===== src/rtl/lsu_store_rv32.sv =====
// RV32 store unit: aligns store data, builds byte strobes and runs one
// write transaction over AW/W/B, reporting done/err/misalign.
module lsu_store_rv32 #(
    parameter int DATA_LEN = 32
) (
    input  logic                  clk,
    input  logic                  rst,
    input  logic                  req_valid,
    output logic                  req_ready,
    input  logic [DATA_LEN-1:0]   req_addr,
    input  logic [DATA_LEN-1:0]   req_data,
    input  logic                  req_byte,
    input  logic                  req_half,
    input  logic                  req_word,
    output logic                  awvalid,
    input  logic                  awready,
    output logic [DATA_LEN-1:0]   awaddr,
    output logic                  wvalid,
    input  logic                  wready,
    output logic [DATA_LEN-1:0]   wdata,
    output logic [DATA_LEN/8-1:0] wstrb,
    input  logic                  bvalid,
    output logic                  bready,
    input  logic [1:0]            bresp,
    output logic                  done,
    output logic                  err,
    output logic                  misalign
);

    localparam int SW = DATA_LEN / 8;

    typedef enum logic [1:0] {
        IDLE,
        SEND,
        WAIT_B,
        DONE
    } state_t;

    state_t                state_q, state_d;
    logic                  req_ready_q, req_ready_d;
    logic                  awvalid_q, awvalid_d;
    logic                  wvalid_q, wvalid_d;
    logic                  bready_q, bready_d;
    logic                  done_q, done_d;
    logic                  err_q, err_d;
    logic                  misalign_q, misalign_d;
    logic [DATA_LEN-1:0]   awaddr_q, awaddr_d;
    logic [DATA_LEN-1:0]   wdata_q, wdata_d;
    logic [SW-1:0]         wstrb_q, wstrb_d;

    logic                  size_ok;
    logic                  align_ok;
    logic [DATA_LEN-1:0]   lane_data;
    logic [SW-1:0]         lane_strb;

    // Request legality and lane replication, computed from the live request
    always_comb begin
        size_ok   = 1'b0;
        lane_data = req_data;
        lane_strb = {SW{1'b1}};
        case ({req_word, req_half, req_byte})
            3'b001: begin
                size_ok   = 1'b1;
                lane_data = {SW{req_data[7:0]}};
                lane_strb = SW'(1) << req_addr[1:0];
            end
            3'b010: begin
                size_ok   = 1'b1;
                lane_data = {(SW/2){req_data[15:0]}};
                lane_strb = SW'(3) << req_addr[1:0];
            end
            3'b100: begin
                size_ok   = 1'b1;
                lane_data = req_data;
                lane_strb = {SW{1'b1}};
            end
            default: begin
                size_ok   = 1'b0;
            end
        endcase
        align_ok = !(req_half && req_addr[0])
                && !(req_word && (req_addr[1:0] != 2'b00));
    end

    always_comb begin
        state_d     = state_q;
        req_ready_d = req_ready_q;
        awvalid_d   = awvalid_q;
        wvalid_d    = wvalid_q;
        bready_d    = bready_q;
        done_d      = done_q;
        err_d       = err_q;
        misalign_d  = misalign_q;
        awaddr_d    = awaddr_q;
        wdata_d     = wdata_q;
        wstrb_d     = wstrb_q;
        unique case (state_q)
            IDLE: begin
                if (req_valid) begin
                    req_ready_d = 1'b0;
                    if (!(size_ok && align_ok)) begin
                        state_d    = DONE;
                        done_d     = 1'b1;
                        misalign_d = 1'b1;
                        err_d      = 1'b0;
                    end else begin
                        state_d   = SEND;
                        awvalid_d = 1'b1;
                        wvalid_d  = 1'b1;
                        awaddr_d  = {req_addr[DATA_LEN-1:2], 2'b00};
                        wdata_d   = lane_data;
                        wstrb_d   = lane_strb;
                    end
                end
            end
            SEND: begin
                // A low valid here means that channel already handshook
                if (awvalid_q && awready) awvalid_d = 1'b0;
                if (wvalid_q && wready)   wvalid_d  = 1'b0;
                if ((!awvalid_q || awready) && (!wvalid_q || wready)) begin
                    state_d  = WAIT_B;
                    bready_d = 1'b1;
                end
            end
            WAIT_B: begin
                if (bvalid) begin
                    state_d  = DONE;
                    bready_d = 1'b0;
                    done_d   = 1'b1;
                    err_d    = (bresp != 2'b00);
                end
            end
            DONE: begin
                state_d     = IDLE;
                req_ready_d = 1'b1;
                done_d      = 1'b0;
                err_d       = 1'b0;
                misalign_d  = 1'b0;
            end
            default: begin
                state_d     = IDLE;
                req_ready_d = 1'b1;
            end
        endcase
    end

    always_ff @(posedge clk) begin
        if (rst) begin
            state_q     <= IDLE;
            req_ready_q <= 1'b1;
            awvalid_q   <= 1'b0;
            wvalid_q    <= 1'b0;
            bready_q    <= 1'b0;
            done_q      <= 1'b0;
            err_q       <= 1'b0;
            misalign_q  <= 1'b0;
            awaddr_q    <= '0;
            wdata_q     <= '0;
            wstrb_q     <= '0;
        end else begin
            state_q     <= state_d;
            req_ready_q <= req_ready_d;
            awvalid_q   <= awvalid_d;
            wvalid_q    <= wvalid_d;
            bready_q    <= bready_d;
            done_q      <= done_d;
            err_q       <= err_d;
            misalign_q  <= misalign_d;
            awaddr_q    <= awaddr_d;
            wdata_q     <= wdata_d;
            wstrb_q     <= wstrb_d;
        end
    end

    assign req_ready = req_ready_q;
    assign awvalid   = awvalid_q;
    assign wvalid    = wvalid_q;
    assign bready    = bready_q;
    assign done      = done_q;
    assign err       = err_q;
    assign misalign  = misalign_q;
    assign awaddr    = awaddr_q;
    assign wdata     = wdata_q;
    assign wstrb     = wstrb_q;

endmodule


===== config.mk =====
export PLATFORM = sky130hd
export DESIGN_NAME = lsu_store_rv32
export DESIGN_NICKNAME = d
export VERILOG_FILES = /design/src/rtl/lsu_store_rv32.sv
export SDC_FILE = /design/constraint.sdc
export NUM_CORES = 1
export LEC_CHECK = 0
export BUFFER_PORTS_ARGS = -buffer_cell sky130_fd_sc_hd__buf_2
export CAP_MARGIN = 20
export CORE_ASPECT_RATIO = 0.8
export CORE_MARGIN = 3
export CORE_UTILIZATION = 46
export CTS_CLUSTER_DIAMETER = 100
export DETAILED_ROUTE_END_ITERATION = 7
export PLACE_DENSITY = 0.91
export SETUP_SLACK_MARGIN = 0.5
export SLEW_MARGIN = 10
export SYNTH_ARGS = -nofsm -noshare
export SYNTH_HDL_FRONTEND = slang
export SYNTH_SLANG_ARGS = --single-unit
export TNS_END_PERCENT = 10

===== constraint.sdc =====
create_clock -name clk -period 2.2 [get_ports clk]
set_input_delay 0.22 -clock clk [delete_from_list [all_inputs] [get_ports clk]]
set_output_delay 0.22 -clock clk [all_outputs]
set_load 0.03 [all_outputs]

## Word-level counts from Yosys, hierarchy flattened

Cells that the tools add are included.

- Input bits: 75
- Logic and storage cells: 83
- Output and inout bits: 75
- Flip-flop bits (word level): 75

- Shift-type cells: 2
- Equal/unequal tests: 13
- Reduce and logical (&&, ||, !) cells: 29
- Multiplexer cells: 28

Operators by type and width:

| kind | number |
|---|---|
| $pmux W32 S2 | 1 |
| $mux W1 | 14 |
| $ne A2 B2 Y1 const B | 7 |
| $reduce_and A3 Y1 | 4 |
| $reduce_and A4 Y1 | 3 |
| $pmux W1 S2 | 5 |
| $reduce_bool A2 Y1 | 5 |
| $mux W2 | 4 |
| $pmux W2 S4 | 1 |
| $pmux W4 S2 | 1 |
| $logic_and A1 B1 Y1 | 7 |
| $pmux W1 S3 | 2 |
| $eq A2 B2 Y1 const B | 2 |
| $logic_not A1 Y1 | 4 |
| $shl A1 B2 Y4 const A | 1 |
| $shl A2 B2 Y4 const A | 1 |
| $eq A3 B1 Y1 const B | 1 |
| $eq A3 B2 Y1 const B | 1 |
| $eq A3 B3 Y1 const B | 1 |
| $reduce_bool A3 Y1 | 1 |
| $reduce_or A3 Y1 | 1 |
| $eq A2 B1 Y1 const B | 1 |
| $logic_not A2 Y1 | 1 |
| $logic_or A1 B1 Y1 | 2 |
| $reduce_and A2 Y1 | 1 |

## Logic depth before layout (Yosys ltp)

Gate-level depths: netlist (run 1).

- Word-level depth: 8
- Depth in mapped cells: 8
- Depth with buffers taken out: 6

## Worst setup path after synthesis (run 1)

OpenSTA, ideal clock, no wires.

- Kind: in2reg
- Start: input req_half
- End: register wstrb_q[2], in the netlist wstrb[2]
- Buffers on the path: 1
- Stages on the path: 6
- Data arrival time: 1589 ps
- Setup slack: 479 ps
- Library setup time: 132 ps
- Path through: or3b_1 -> a211oi_2 -> o21bai_2 -> buf_2 -> a2111oi_0 -> nor3_1

- Word-level cells in the longest chain between the ends: 5

RTL lines:

| element | line | RTL |
|---|---|---|
| start: declaration | 13 | `input logic req_half,` |
| $eq A3 B3 Y1, or another cell as far along | 61 | `case ({req_word, req_half, req_byte})` |
| $reduce_or A3 Y1 (no source line) / $logic_not A1 Y1 (equally long branches) | -- |  |
| $mux W1 / $logic_and A1 B1 Y1 (equally long branches) | 61, 82 |  |
| $logic_and A1 B1 Y1 | 101 | `if (!(size_ok && align_ok)) begin` |
| $reduce_and A3 Y1 (no source line) | -- |  |
| end signal: assignment | 171 | `wstrb_q <= wstrb_d;` |
| end: declaration | 49 | `logic [SW-1:0] wstrb_q, wstrb_d;` |

Parallel ways exist; a longest one is shown, timed or not.
A chain may end at the register's enable or synchronous reset.

## Worst setup path in the final report (run 1)

- Start: input req_addr[1]
- End: register wdata_q[29], in the netlist wdata[29]

- Word-level cells in the longest chain between the ends: 6

RTL lines:

| element | line | RTL |
|---|---|---|
| start: declaration | 10 | `input logic [DATA_LEN-1:0] req_addr,` |
| $reduce_bool A2 Y1 | 82 | `&& !(req_word && (req_addr[1:0] != 2'b00));` |
| $logic_and A1 B1 Y1 | 82 |  |
| $logic_not A1 Y1 | 82 |  |
| $logic_and A1 B1 Y1 | 82 |  |
| $logic_and A1 B1 Y1 | 101 |  |
| $reduce_and A3 Y1 (no source line) | -- |  |
| end signal: assignment | 170 | `wdata_q <= wdata_d;` |
| end: declaration | 48 | `logic [DATA_LEN-1:0] wdata_q, wdata_d;` |

No other way between the ends.

==> flow_metrics.env, run 1 <==
export IMPL_setup_worst_path_class="in2reg"
export IMPL_yosys_warnings=0
export IMPL_grt_total_usage_pct=25.0
export IMPL_number_of_levels_the_h_tree_was_split_into=3
export IMPL_ys_top_cells_by_count="84 x sky130_fd_sc_hd__nand2_1, 75 x sky130_fd_sc_hd__dfxtp_1, 45 x sky130_fd_sc_hd__a21oi_1, 40 x sky130_fd_sc_hd__nor2_1, 25 x sky130_fd_sc_hd__a211oi_1"
export IMPL_r2r_slack_ns=0.59
export IMPL_top_level_ports=150
export IMPL_finalWorstPathRequiredPeriod_ns=1.62
export IMPL_max_cap_violations=0
export IMPL_cpMaxStageDelayCell="sky130_fd_sc_hd__or3b_1"
export IMPL_library_cell_with_the_largest_summed_area_after_synthesis="sky130_fd_sc_hd__dfxtp_1"
export IMPL_synthFlopType="sky130_fd_sc_hd__dfxtp_1"
export IMPL_cellLeakagePower_nw=1.96
export IMPL_timing_setup_tns_ns=0
export IMPL_synthMostInstantiatedCell="sky130_fd_sc_hd__nand2_1"
export IMPL_cts_path_max_buffers=2
export IMPL_crit_family="simple AND/OR/NAND/NOR gates"
export IMPL_first_iter_violations=188
export IMPL_timing_critical_path_to_type="register"
export IMPL_setup_viol=0
export IMPL_number_of_enable_flip_flop_cells_after_synthesis=0
export IMPL_synth_top_family_by_area="simple AND/OR/NAND/NOR gates"
export IMPL_placer_congestion_estimate=0.876
export IMPL_vias_in_the_first_global_route=3256
export IMPL_timing_hold_violations_final=0
export IMPL_core_area_sq_um=6510
export IMPL_numnets_final=617
export IMPL_synthTopCellsByArea="sky130_fd_sc_hd__dfxtp_1 48%, sky130_fd_sc_hd__nand2_1 10%, sky130_fd_sc_hd__a21oi_1 7.2%"
export IMPL_timing_hold_worst_class="in2reg"
export IMPL_dr_total_vias=3381
export IMPL_areaGrowthSynthToFinish_pct=37.8
export IMPL_synthesized_area_sq_um=3150
export IMPL_drt_total_wl_microns=10100
export IMPL_grt_pass1_wl_microns=15900
export IMPL_vias_per_cell=5.40
export IMPL_slew_viol_final=0
export IMPL_min_delay_start="wready"
export IMPL_synth_xor_area_share_pct=0
export IMPL_clock_transition_at_the_registers_of_the_reported_paths_ns=0.09
export IMPL_critical_path_arrival_ns=1.88
export IMPL_rr_worst_depth=7
export IMPL_timing_rr_end="wdata[23]"
export IMPL_ys_ff_latch=75
export IMPL_mean_post_synth_cell_area_sq_um=8.05
export IMPL_chipWidth_microns=98.5
export IMPL_crit_path_start_kind="input pin"
export IMPL_crit_buf_inv=4
export IMPL_die_height_microns=80.0
export IMPL_power_ir_vdd_worst_uv=443
export IMPL_whs_path_depth=2
export IMPL_slowest_delay_ns=0.43
export IMPL_clock_root_buffer="sky130_fd_sc_hd__clkbuf_8"
export IMPL_global_route_overflow_total=0
export IMPL_simple_logic_cell_fraction_of_the_synthesized_area_pct=21.4
export IMPL_yosys_mux_area_fraction_pct=2.54
export IMPL_drt_first_pass_iters=5
export IMPL_port_buffer_count=147
export IMPL_cp_data_required_time_ns=2.46
export IMPL_holdPathEnd="wvalid"
export IMPL_floorplan_rows=26
export IMPL_route_detailed_drc=0
export IMPL_synthesized_area_fraction_occupied_by_ao_oa_aoi_and_oai_cells_pct=20.6
export IMPL_antenna_diode_count=0
export IMPL_cts_tree="done"
export IMPL_timing_hold_ws_ns=0.0859
export IMPL_final_antenna_net_count=0
export IMPL_cts_buffers_inserted=9
export IMPL_finalClockSkew_ns=0.0127
export IMPL_netlist_cell_type_count=35
export IMPL_worstMarginPinSlew_ns=0.879
export IMPL_setup_repair_after_global_routing_missed_its_margin="yes"
export IMPL_maximum_number_of_pins_on_one_net_before_global_route_repair=48
export IMPL_critical_path_max_fanout=17
export IMPL_antenna_found_initial=0
export IMPL_yosys_area_top_type_share_pct=47.7
export IMPL_synth_adder_area_share_pct=1.99
export IMPL_final_period_utilization_pct=73.7
export IMPL_filler_cell_count=556
export IMPL_initial_standard_cell_utilization_of_the_core_pct=48.4
export IMPL_finalCoreUtilization_pct=66.7
export IMPL_crit_chain="buf_2, or3b_1, a211oi_4, buf_4, o21ba_4, buf_12, buf_16, nor2_1, nor3_1"
export IMPL_power_density_nw_per_um2=892
export IMPL_cts_num_sinks=75
export IMPL_synth_seq_area_share_pct=47.7
export IMPL_r2r_start="state_q[1]"
export IMPL_fmax_mhz=617
export IMPL_async_flop_share_pct=0
export IMPL_floorplan_die_area_sq_um=7880
export IMPL_final_layout_size_suffix_gt1_share_pct=35.4
export IMPL_timing_slew_headroom_pct=41.4
export IMPL_syn_instance_count=391
export IMPL_status="completed"
export IMPL_routed_wire_length_per_instance_microns=16.1
export IMPL_detailed_place_hpwl_microns=6740
export IMPL_worst_skew_pair_late_latency_ns=0.34
how the worst max path moves through the flow:
stage	startpoint	to	cells after the start
final	req_addr[1]	wdata[29]	9
after global routing	state_q[0]	awvalid	8
after detailed placement	req_addr[1]	wdata[23]	7
after global placement	req_addr[1]	wvalid	7
after floorplan	req_addr[1]	wdata[15]	6
after CTS	state_q[0]	wdata[29]	7
power breakdown:
part	switching [mW]	total [mW]	internal (mW)
Combinational	0.800	1.29	0.488
Clock	0.535	0.986	0.450
Sequential	0.0911	1.60	1.50
per-stage QoR:
step | instance area (sq um) | cells | total power, mW | setup WS (ns)
CTS | 4280 | 624 | 3.84 | 0.512
floorplan | 3180 | 392 | 2.43 | 0.534
global route | 4340 | 626 | 4.08 | 0.489
detailed placement | 3960 | 603 | 2.77 | 0.0751
finish | 4340 | 626 | 3.87 | 0.579
global placement | 3960 | 603 | 2.73 | 0.193
state kept, by name (all words and copies together) (netlist names):
| register | flops |
|---|---|
| bready | 1 |
| awaddr | 30 |
| wdata | 32 |
| req_ready | 1 |
| wvalid | 1 |
| misalign | 1 |
| state_q | 2 |
| awvalid | 1 |
| done | 1 |
| wstrb | 4 |
| err | 1 |
cell families (layout without fill, tap and decap cells):
logic type / after synthesis / after routing
simple gates: 161 / 161
compound gates: 102 / 103
flops: 75 / 75
buf+inv: 39 / 188
mux: 8 / 8
fa+ha+maj: 5 / 5
other cells: 1 / 2
layer usage:
| metal | wire (microns) | GRT usage [%] |
|---|---|---|
| met5 | 0 | 0 |
| met2 | 4820 | 41.7 |
| met3 | 989 | 7.86 |
| met1 | 4040 | 30.7 |
| met4 | 215 | 8.46 |
cells in the final DEF (no fill, tap or decap), types with 3 or more instances in the layout:
| cell type | n |
|---|---|
| sky130_fd_sc_hd__buf_12 | 4 |
| sky130_fd_sc_hd__dfxtp_1 | 74 |
| sky130_fd_sc_hd__a21oi_1 | 45 |
| sky130_fd_sc_hd__nor3_1 | 22 |
| sky130_fd_sc_hd__ha_1 | 4 |
| sky130_fd_sc_hd__buf_2 | 147 |
| sky130_fd_sc_hd__mux2i_1 | 8 |
| sky130_fd_sc_hd__clkbuf_8 | 10 |
| sky130_fd_sc_hd__nand2b_1 | 4 |
| sky130_fd_sc_hd__a22oi_1 | 11 |
| sky130_fd_sc_hd__buf_4 | 8 |
| sky130_fd_sc_hd__inv_1 | 7 |
| sky130_fd_sc_hd__nand2_1 | 83 |
| sky130_fd_sc_hd__a211oi_1 | 25 |
| sky130_fd_sc_hd__a31oi_1 | 3 |
| sky130_fd_sc_hd__o21ai_1 | 6 |
| sky130_fd_sc_hd__nor2_1 | 40 |
| sky130_fd_sc_hd__nor2b_1 | 4 |
layout make-up:
class | count | area, sq um | area share [%]
multi-input cells | 279 | 1540 | 35.6
clock buffers | 10 | 138 | 3.17
clock inverters | 6 | 47.5 | 1.10
repair buffers | 163 | 967 | 22.3
flip-flops and latches | 75 | 1500 | 34.7
well taps | 84 | 105 | 2.42
inverters | 9 | 33.8 | 0.779
repair_timing:
| item | in CTS | in global routing |
|---|---|---|
| pin swaps | 1 | 0 |
| cloned | 3 | 1 |
| hold endpoints to repair | 0 | 0 |
| hold buffers | 0 | 0 |
| setup endpoints to repair | 68 | 65 |
| setup buffers | 2 | 1 |
| resized for setup | 8 | 7 |
Power figures use the tool's default switching activity.
==> run 2, diff against run 1 <==
- ABC_AREA: not set -> 1
- CORE_UTILIZATION: 46 -> 47
- PLACE_DENSITY: 0.91 -> 0.92
- clock period: 2.2 -> 1.7 ns (I/O delays scaled with it)
==> run 2 against run 1 <==
Against the previous run:
- register-to-register slack got worse by 0.42 ns
- global-route usage rose by 1.7 points
- cell count is 12% higher
- wire length up 12%
- worst setup slack worse by 0.41 ns
- utilization increased by 5.7 points
- highest routed layer unchanged
- hold slack got worse by 0.046 ns
- sequential cell count stayed put
- via count up 9.3%
==> flow_metrics.env, run 2 <==
export IMPL_synth_top_family_by_area="simple AND/OR/NAND/NOR gates"
export IMPL_mean_post_synth_cell_area_sq_um=7.23
export IMPL_cts_path_max_buffers=2
export IMPL_grt_pass1_wl_microns=16800
export IMPL_drt_first_pass_iters=5
export IMPL_syn_instance_count=449
export IMPL_clock_root_buffer="sky130_fd_sc_hd__clkbuf_8"
export IMPL_synthTopCellsByArea="sky130_fd_sc_hd__dfxtp_1 46%, sky130_fd_sc_hd__nor2_1 12%, sky130_fd_sc_hd__o21ai_0 9.9%"
export IMPL_yosys_mux_area_fraction_pct=0
export IMPL_library_cell_with_the_largest_summed_area_after_synthesis="sky130_fd_sc_hd__dfxtp_1"
export IMPL_timing_hold_ws_ns=0.0394
export IMPL_initial_standard_cell_utilization_of_the_core_pct=49.7
export IMPL_maximum_number_of_pins_on_one_net_before_global_route_repair=53
export IMPL_setup_repair_after_global_routing_missed_its_margin="yes"
export IMPL_finalWorstPathRequiredPeriod_ns=1.53
export IMPL_worstMarginPinSlew_ns=0.545
export IMPL_layout_cells_most_common_list="147 x sky130_fd_sc_hd__buf_2, 100 x sky130_fd_sc_hd__nor2_1, 73 x sky130_fd_sc_hd__dfxtp_1"
export IMPL_final_layout_size_suffix_gt1_share_pct=36.8
export IMPL_numnets_final=689
export IMPL_areaGrowthSynthToFinish_pct=45.6
export IMPL_fmax_mhz=653
export IMPL_whs_path_depth=3
export IMPL_cellLeakagePower_nw=2.49
export IMPL_timing_setup_tns_ns=0
export IMPL_setup_viol=0
export IMPL_antenna_diode_count=0
export IMPL_ys_top_cells_by_count="100 x sky130_fd_sc_hd__nor2_1, 75 x sky130_fd_sc_hd__dfxtp_1, 64 x sky130_fd_sc_hd__o21ai_0, 49 x sky130_fd_sc_hd__nand2_1, 41 x sky130_fd_sc_hd__a21oi_1"
export IMPL_simple_logic_cell_fraction_of_the_synthesized_area_pct=20.9
export IMPL_worst_skew_pair_late_latency_ns=0.34
export IMPL_crit_chain="buf_4, ha_1, o21ai_0, nand2_1, a21oi_1, nor2_1"
export IMPL_filler_cell_count=492
export IMPL_netlist_cell_type_count=26
export IMPL_slowest_delay_ns=0.35
export IMPL_yosys_warnings=0
export IMPL_timing_critical_path_to_type="register"
export IMPL_timing_hold_worst_class="in2reg"
export IMPL_synth_adder_area_share_pct=1.93
export IMPL_cts_buffers_inserted=9
export IMPL_final_period_utilization_pct=90.1
export IMPL_max_cap_violations=0
export IMPL_core_area_sq_um=6540
export IMPL_async_flop_share_pct=0
export IMPL_ys_ff_latch=75
export IMPL_cts_tree="done"
export IMPL_floorplan_die_area_sq_um=7950
export IMPL_multi_input_area_sq_um=1530
export IMPL_critical_path_arrival_ns=1.78
export IMPL_r2r_slack_ns=0.17
export IMPL_cts_num_sinks=75
export IMPL_port_buffer_count=147
export IMPL_chipWidth_microns=98.9
export IMPL_yosys_area_top_type_share_pct=46.2
export IMPL_critical_path_max_fanout=4
export IMPL_cp_data_required_time_ns=1.94
export IMPL_rr_worst_depth=6
export IMPL_global_route_overflow_total=0
export IMPL_top_level_ports=150
export IMPL_timing_slew_headroom_pct=63.7
export IMPL_synth_seq_area_share_pct=46.2
export IMPL_dr_total_vias=3695
export IMPL_power_ir_vdd_worst_uv=633
export IMPL_status="completed"
export IMPL_min_delay_start="req_addr[11]"
export IMPL_synthesized_area_sq_um=3250
export IMPL_layout_commonest_cell="sky130_fd_sc_hd__buf_2"
export IMPL_detailed_place_hpwl_microns=6830
export IMPL_cpMaxStageDelayCell="sky130_fd_sc_hd__dfxtp_4"
export IMPL_routed_wire_length_per_instance_microns=16.1
export IMPL_final_antenna_net_count=0
export IMPL_grt_total_usage_pct=26.7
export IMPL_crit_path_start_kind="register"
export IMPL_synthMostInstantiatedCell="sky130_fd_sc_hd__nor2_1"
export IMPL_vias_in_the_first_global_route=3503
export IMPL_first_iter_violations=235
export IMPL_footprint_of_the_flip_flops_and_latches_sq_um=1510
export IMPL_power_density_nw_per_um2=1240
export IMPL_r2r_start="state_q[0]"
export IMPL_synth_xor_area_share_pct=0
export IMPL_crit_buf_inv=1
export IMPL_slew_viol_final=0
export IMPL_placer_congestion_estimate=0.830
export IMPL_crit_family="compound AO/OA/AOI/OAI gates"
export IMPL_floorplan_rows=26
export IMPL_clock_transition_at_the_registers_of_the_reported_paths_ns=0.08
export IMPL_number_of_enable_flip_flop_cells_after_synthesis=0
export IMPL_route_detailed_drc=0
export IMPL_drt_total_wl_microns=11300
export IMPL_antenna_found_initial=0
export IMPL_largest_reg_flops=32
export IMPL_vias_per_cell=5.29
export IMPL_synthesized_area_fraction_occupied_by_ao_oa_aoi_and_oai_cells_pct=20.8
export IMPL_die_height_microns=80.4
export IMPL_timing_hold_violations_final=0
export IMPL_number_of_levels_the_h_tree_was_split_into=3
export IMPL_crit_path_start="state_q[0]"
export IMPL_timing_rr_end="err"
export IMPL_finalClockSkew_ns=0.00946
export IMPL_holdPathEnd="awaddr[11]"
export IMPL_setup_worst_path_class="reg2reg"
export IMPL_synthFlopType="sky130_fd_sc_hd__dfxtp_1"
## run 2: layout make-up
class,count,area share (%)
clock buffer,12,3.28
tap,84,2.22
inverter,41,3.70
timing repair buffer,177,25.3
multi-input combinational,304,32.4
clock inverter,4,1.03
timing repair inverter,1,0.185
sequential,75,31.9
## run 2: worst min-delay path, delay by kind of cell
kind          cells  cell delay [ns]
buf+inv           1             0.07
simple gates      2             0.11
## run 2: worst max path at each step
| stage | to | slack (ns) | depth (start not counted) |
|---|---|---|---|
| floorplan | state_q[1] | 0.40 | 10 |
| CTS | state_q[0] | 0.33 | 9 |
| detailed placement | wdata[31] | -0.01 | 9 |
| global placement | wdata[28] | 0.08 | 9 |
| global route | done | 0.10 | 7 |
| finish | err | 0.17 | 6 |
## run 2: repair_timing
item	4_1_cts	5_1_grt
hold buffers	0	0
pin swaps	5	7
resized for setup	28	21
setup endpoints to repair	75	75
buffers inserted	10	3
endpoints found under the hold margin	0	0
cloned	5	4
## run 2: per-stage QoR
stage | power (mW) | instances | area [sq um] | setup WS [ns] | utilization [%]
4_1_cts | 5.64 | 691 | 4520 | 0.332 | 69.1
3_3_place_gp | 3.81 | 660 | 4050 | 0.0813 | 61.9
5_1_grt | 6.16 | 698 | 4730 | 0.103 | 72.3
3_5_place_dp | 3.89 | 660 | 4050 | -0.0137 | 61.9
6_report | 5.87 | 698 | 4730 | 0.169 | 72.3
2_1_floorplan | 3.38 | 450 | 3280 | 0.404 | -
## run 2: power breakdown
| part | leakage [nW] | internal (mW) | switching (mW) |
|---|---|---|---|
| sequential | 0.611 | 1.99 | 0.136 |
| combinational | 1.77 | 0.896 | 1.43 |
| clock | 0.106 | 0.757 | 0.654 |
## run 2: cells by family (layout without fill, tap and decap cells)
kind of cell | after synthesis | after routing
AO/OA/AOI/OAI | 130 | 130
other | 1 | 2
adder cells (fa/ha/maj) | 5 | 5
AND/OR/NAND/NOR | 167 | 167
buffers and inverters | 71 | 235
flip-flops | 75 | 75
## run 2: per-layer routing
metal,GRT usage (%),vias up,routed length [microns],share of wire (%)
met4,5.87,0,176,1.6
met2,46.8,225,5500,49
li1,-,1766,-,-
met1,32.2,1682,4440,39
met5,0,-,0,0
met3,8.16,22,1150,10
==> run 3, diff against run 2 <==
- CTS_CLUSTER_SIZE: not set -> 25
- SETUP_SLACK_MARGIN: 0.5 -> not set
==> run 3 against run 2 <==
Against the previous run:
- the run now ends with DRC left
- wire length shrank 12%
- clock-buffer cell count shrank 2
- worst setup slack lost 0.13 ns
- final area shrank 10%
- via count shrank 4.4%
- sequential power is essentially flat
- utilization shrank 7.2 points
- critical endpoint is now state_q[0]
- highest routed layer unchanged
==> flow_metrics.env, run 3 (synthesis results as in run 2) <==
export IMPL_status="finished, violations left"
export IMPL_violations="DRC"
export IMPL_placement_setup_slack_ns=-0.000430
export IMPL_final_layout_size_suffix_gt1_share_pct=31.5
export IMPL_finalClockSkew_ns=0.00759
export IMPL_timing_critical_path_to_type="register"
export IMPL_numnets_final=672
export IMPL_drt_total_wl_microns=9920
export IMPL_crit_path_start_kind="register"
export IMPL_cts_buffers_inserted=9
export IMPL_detailed_place_hpwl_microns=7430
export IMPL_cpMaxStageDelayCell="sky130_fd_sc_hd__dfxtp_1"
export IMPL_antenna_found_initial=0
export IMPL_largest_reg_flops=32
export IMPL_cts_path_max_buffers=2
export IMPL_timing_setup_tns_ns=0
export IMPL_dr_total_vias=3532
export IMPL_power_total_mw=5.27
export IMPL_route_detailed_drc=1
export IMPL_first_iter_violations=207
export IMPL_clock_root_buffer="sky130_fd_sc_hd__clkbuf_8"
export IMPL_antenna_diode_count=0
export IMPL_clock_transition_at_the_registers_of_the_reported_paths_ns=0.08
export IMPL_floorplan_rows=26
export IMPL_areaGrowthSynthToFinish_pct=31.1
export IMPL_grt_pass1_wl_microns=16000
export IMPL_finalInstanceArea_sq_um=4260
export IMPL_core_area_sq_um=6540
export IMPL_setup_worst_path_class="reg2reg"
export IMPL_critical_path_max_fanout=5
export IMPL_initial_standard_cell_utilization_of_the_core_pct=49.7
export IMPL_drt_first_pass_iters=8
export IMPL_post_dp_cell_area_sq_um=4040
export IMPL_final_period_utilization_pct=97.6
export IMPL_crit_family="simple AND/OR/NAND/NOR gates"
export IMPL_critical_path_arrival_ns=1.93
export IMPL_cp_data_required_time_ns=1.97
export IMPL_die_height_microns=80.4
export IMPL_slowest_delay_ns=0.35
export IMPL_crit_chain="inv_2, ha_4, inv_1, or2_2, o21ai_0, inv_1, nand2_2, o21ai_0, a21oi_1"
export IMPL_timing_hold_worst_class="in2reg"
export IMPL_power_density_nw_per_um2=1240
export IMPL_vias_in_the_first_global_route=3456
export IMPL_cts_num_sinks=75
export IMPL_placer_congestion_estimate=0.981
export IMPL_final_antenna_net_count=0
export IMPL_place_detailed_instances=664
export IMPL_stdcell_count=681
export IMPL_global_route_overflow_total=0
export IMPL_routed_wire_length_per_instance_microns=14.6
export IMPL_finalWorstPathRequiredPeriod_ns=1.66
export IMPL_layout_cells_most_common_list="147 x sky130_fd_sc_hd__buf_2, 100 x sky130_fd_sc_hd__nor2_1, 74 x sky130_fd_sc_hd__dfxtp_1"
export IMPL_grt_total_usage_pct=25.1
export IMPL_crit_buf_inv=3
export IMPL_setup_viol=0
export IMPL_worst_skew_pair_late_latency_ns=0.33
export IMPL_slew_viol_final=0
export IMPL_floorplan_die_area_sq_um=7950
export IMPL_power_ir_vdd_worst_uv=538
export IMPL_maximum_number_of_pins_on_one_net_before_global_route_repair=54
export IMPL_max_cap_violations=0
export IMPL_timing_hold_violations_final=0
export IMPL_worst_slack_ns=0.0411
export IMPL_chipWidth_microns=98.9
export IMPL_cellLeakagePower_nw=2.31
export IMPL_fmax_mhz=603
export IMPL_number_of_levels_the_h_tree_was_split_into=3
export IMPL_vias_per_cell=5.19
export IMPL_port_buffer_count=147
export IMPL_cts_tree="done"
export IMPL_top_level_ports=150
export IMPL_layout_commonest_cell="sky130_fd_sc_hd__buf_2"
run 3: cell types whose count changed in the layout (fill, tap and decap cells not counted), moves of 6 or more:
cell | before | now
sky130_fd_sc_hd__a21oi_1 | 35 | 41
sky130_fd_sc_hd__o21ai_2 | 6 | 0
sky130_fd_sc_hd__o21ai_0 | 58 | 64
sky130_fd_sc_hd__a21oi_2 | 6 | 0
run 3: cell type report:
| class | instances | area [sq um] |
|---|---|---|
| multi-input cells | 304 | 1440 |
| inverters | 41 | 154 |
| clock inverters | 6 | 66.3 |
| repair buffers | 161 | 866 |
| fillers | 584 | 2280 |
| flip-flops and latches | 75 | 1500 |
| well taps | 84 | 105 |
| clock buffers | 10 | 128 |
run 3: timing repair:
| item | in CTS | in global routing |
|---|---|---|
| cloned | 0 | 0 |
| endpoints found under the hold margin | 0 | 0 |
| gates resized for setup | 1 | 5 |
| setup buffers | 0 | 1 |
| hold buffers | 0 | 0 |
| setup endpoints to repair | 2 | 57 |
run 3: layer usage:
layer  global-route usage, %  vias to the layer above  routed length, microns
li1                        -                     1735                       -
met1                    28.7                     1578                    3930
met5                       0                        -                       0
met3                    8.77                       22                    1170
met4                    6.82                        0                     161
met2                    44.8                      197                    4670
run 3: power breakdown:
| part | total [mW] | switching, mW | internal, mW |
|---|---|---|---|
| combinational | 1.82 | 1.22 | 0.600 |
| sequential | 2.11 | 0.131 | 1.98 |
| clock | 1.34 | 0.664 | 0.678 |
run 3: worst min-delay path: cells and delay by family:
family	cells	cell delay, ns
and+or+nand+nor	2	0.11
buffers and inverters	1	0.07
run 3: per-stage QoR:
stage	hold WS [ns]	util [%]
floorplan	0.305	-
global placement	0.391	61.8
detailed placement	0.398	61.8
CTS	0.0350	64.8
global route	0.0276	65.1
finish	0.0486	65.1
run 3: path summary, 6_finish.rpt:
| path | startpoint | to | slack (ns) | depth (start not counted) |
|---|---|---|---|---|
| worst min-delay path | req_addr[30] | awaddr[30] | 0.05 | 3 |
| worst max-delay path | state_q[1] | state_q[0] | 0.04 | 9 |
| worst max register to register | state_q[1] | state_q[0] | 0.04 | 9 |
| worst min register to register | wdata[26] | wdata[26] | 0.47 | 2 |
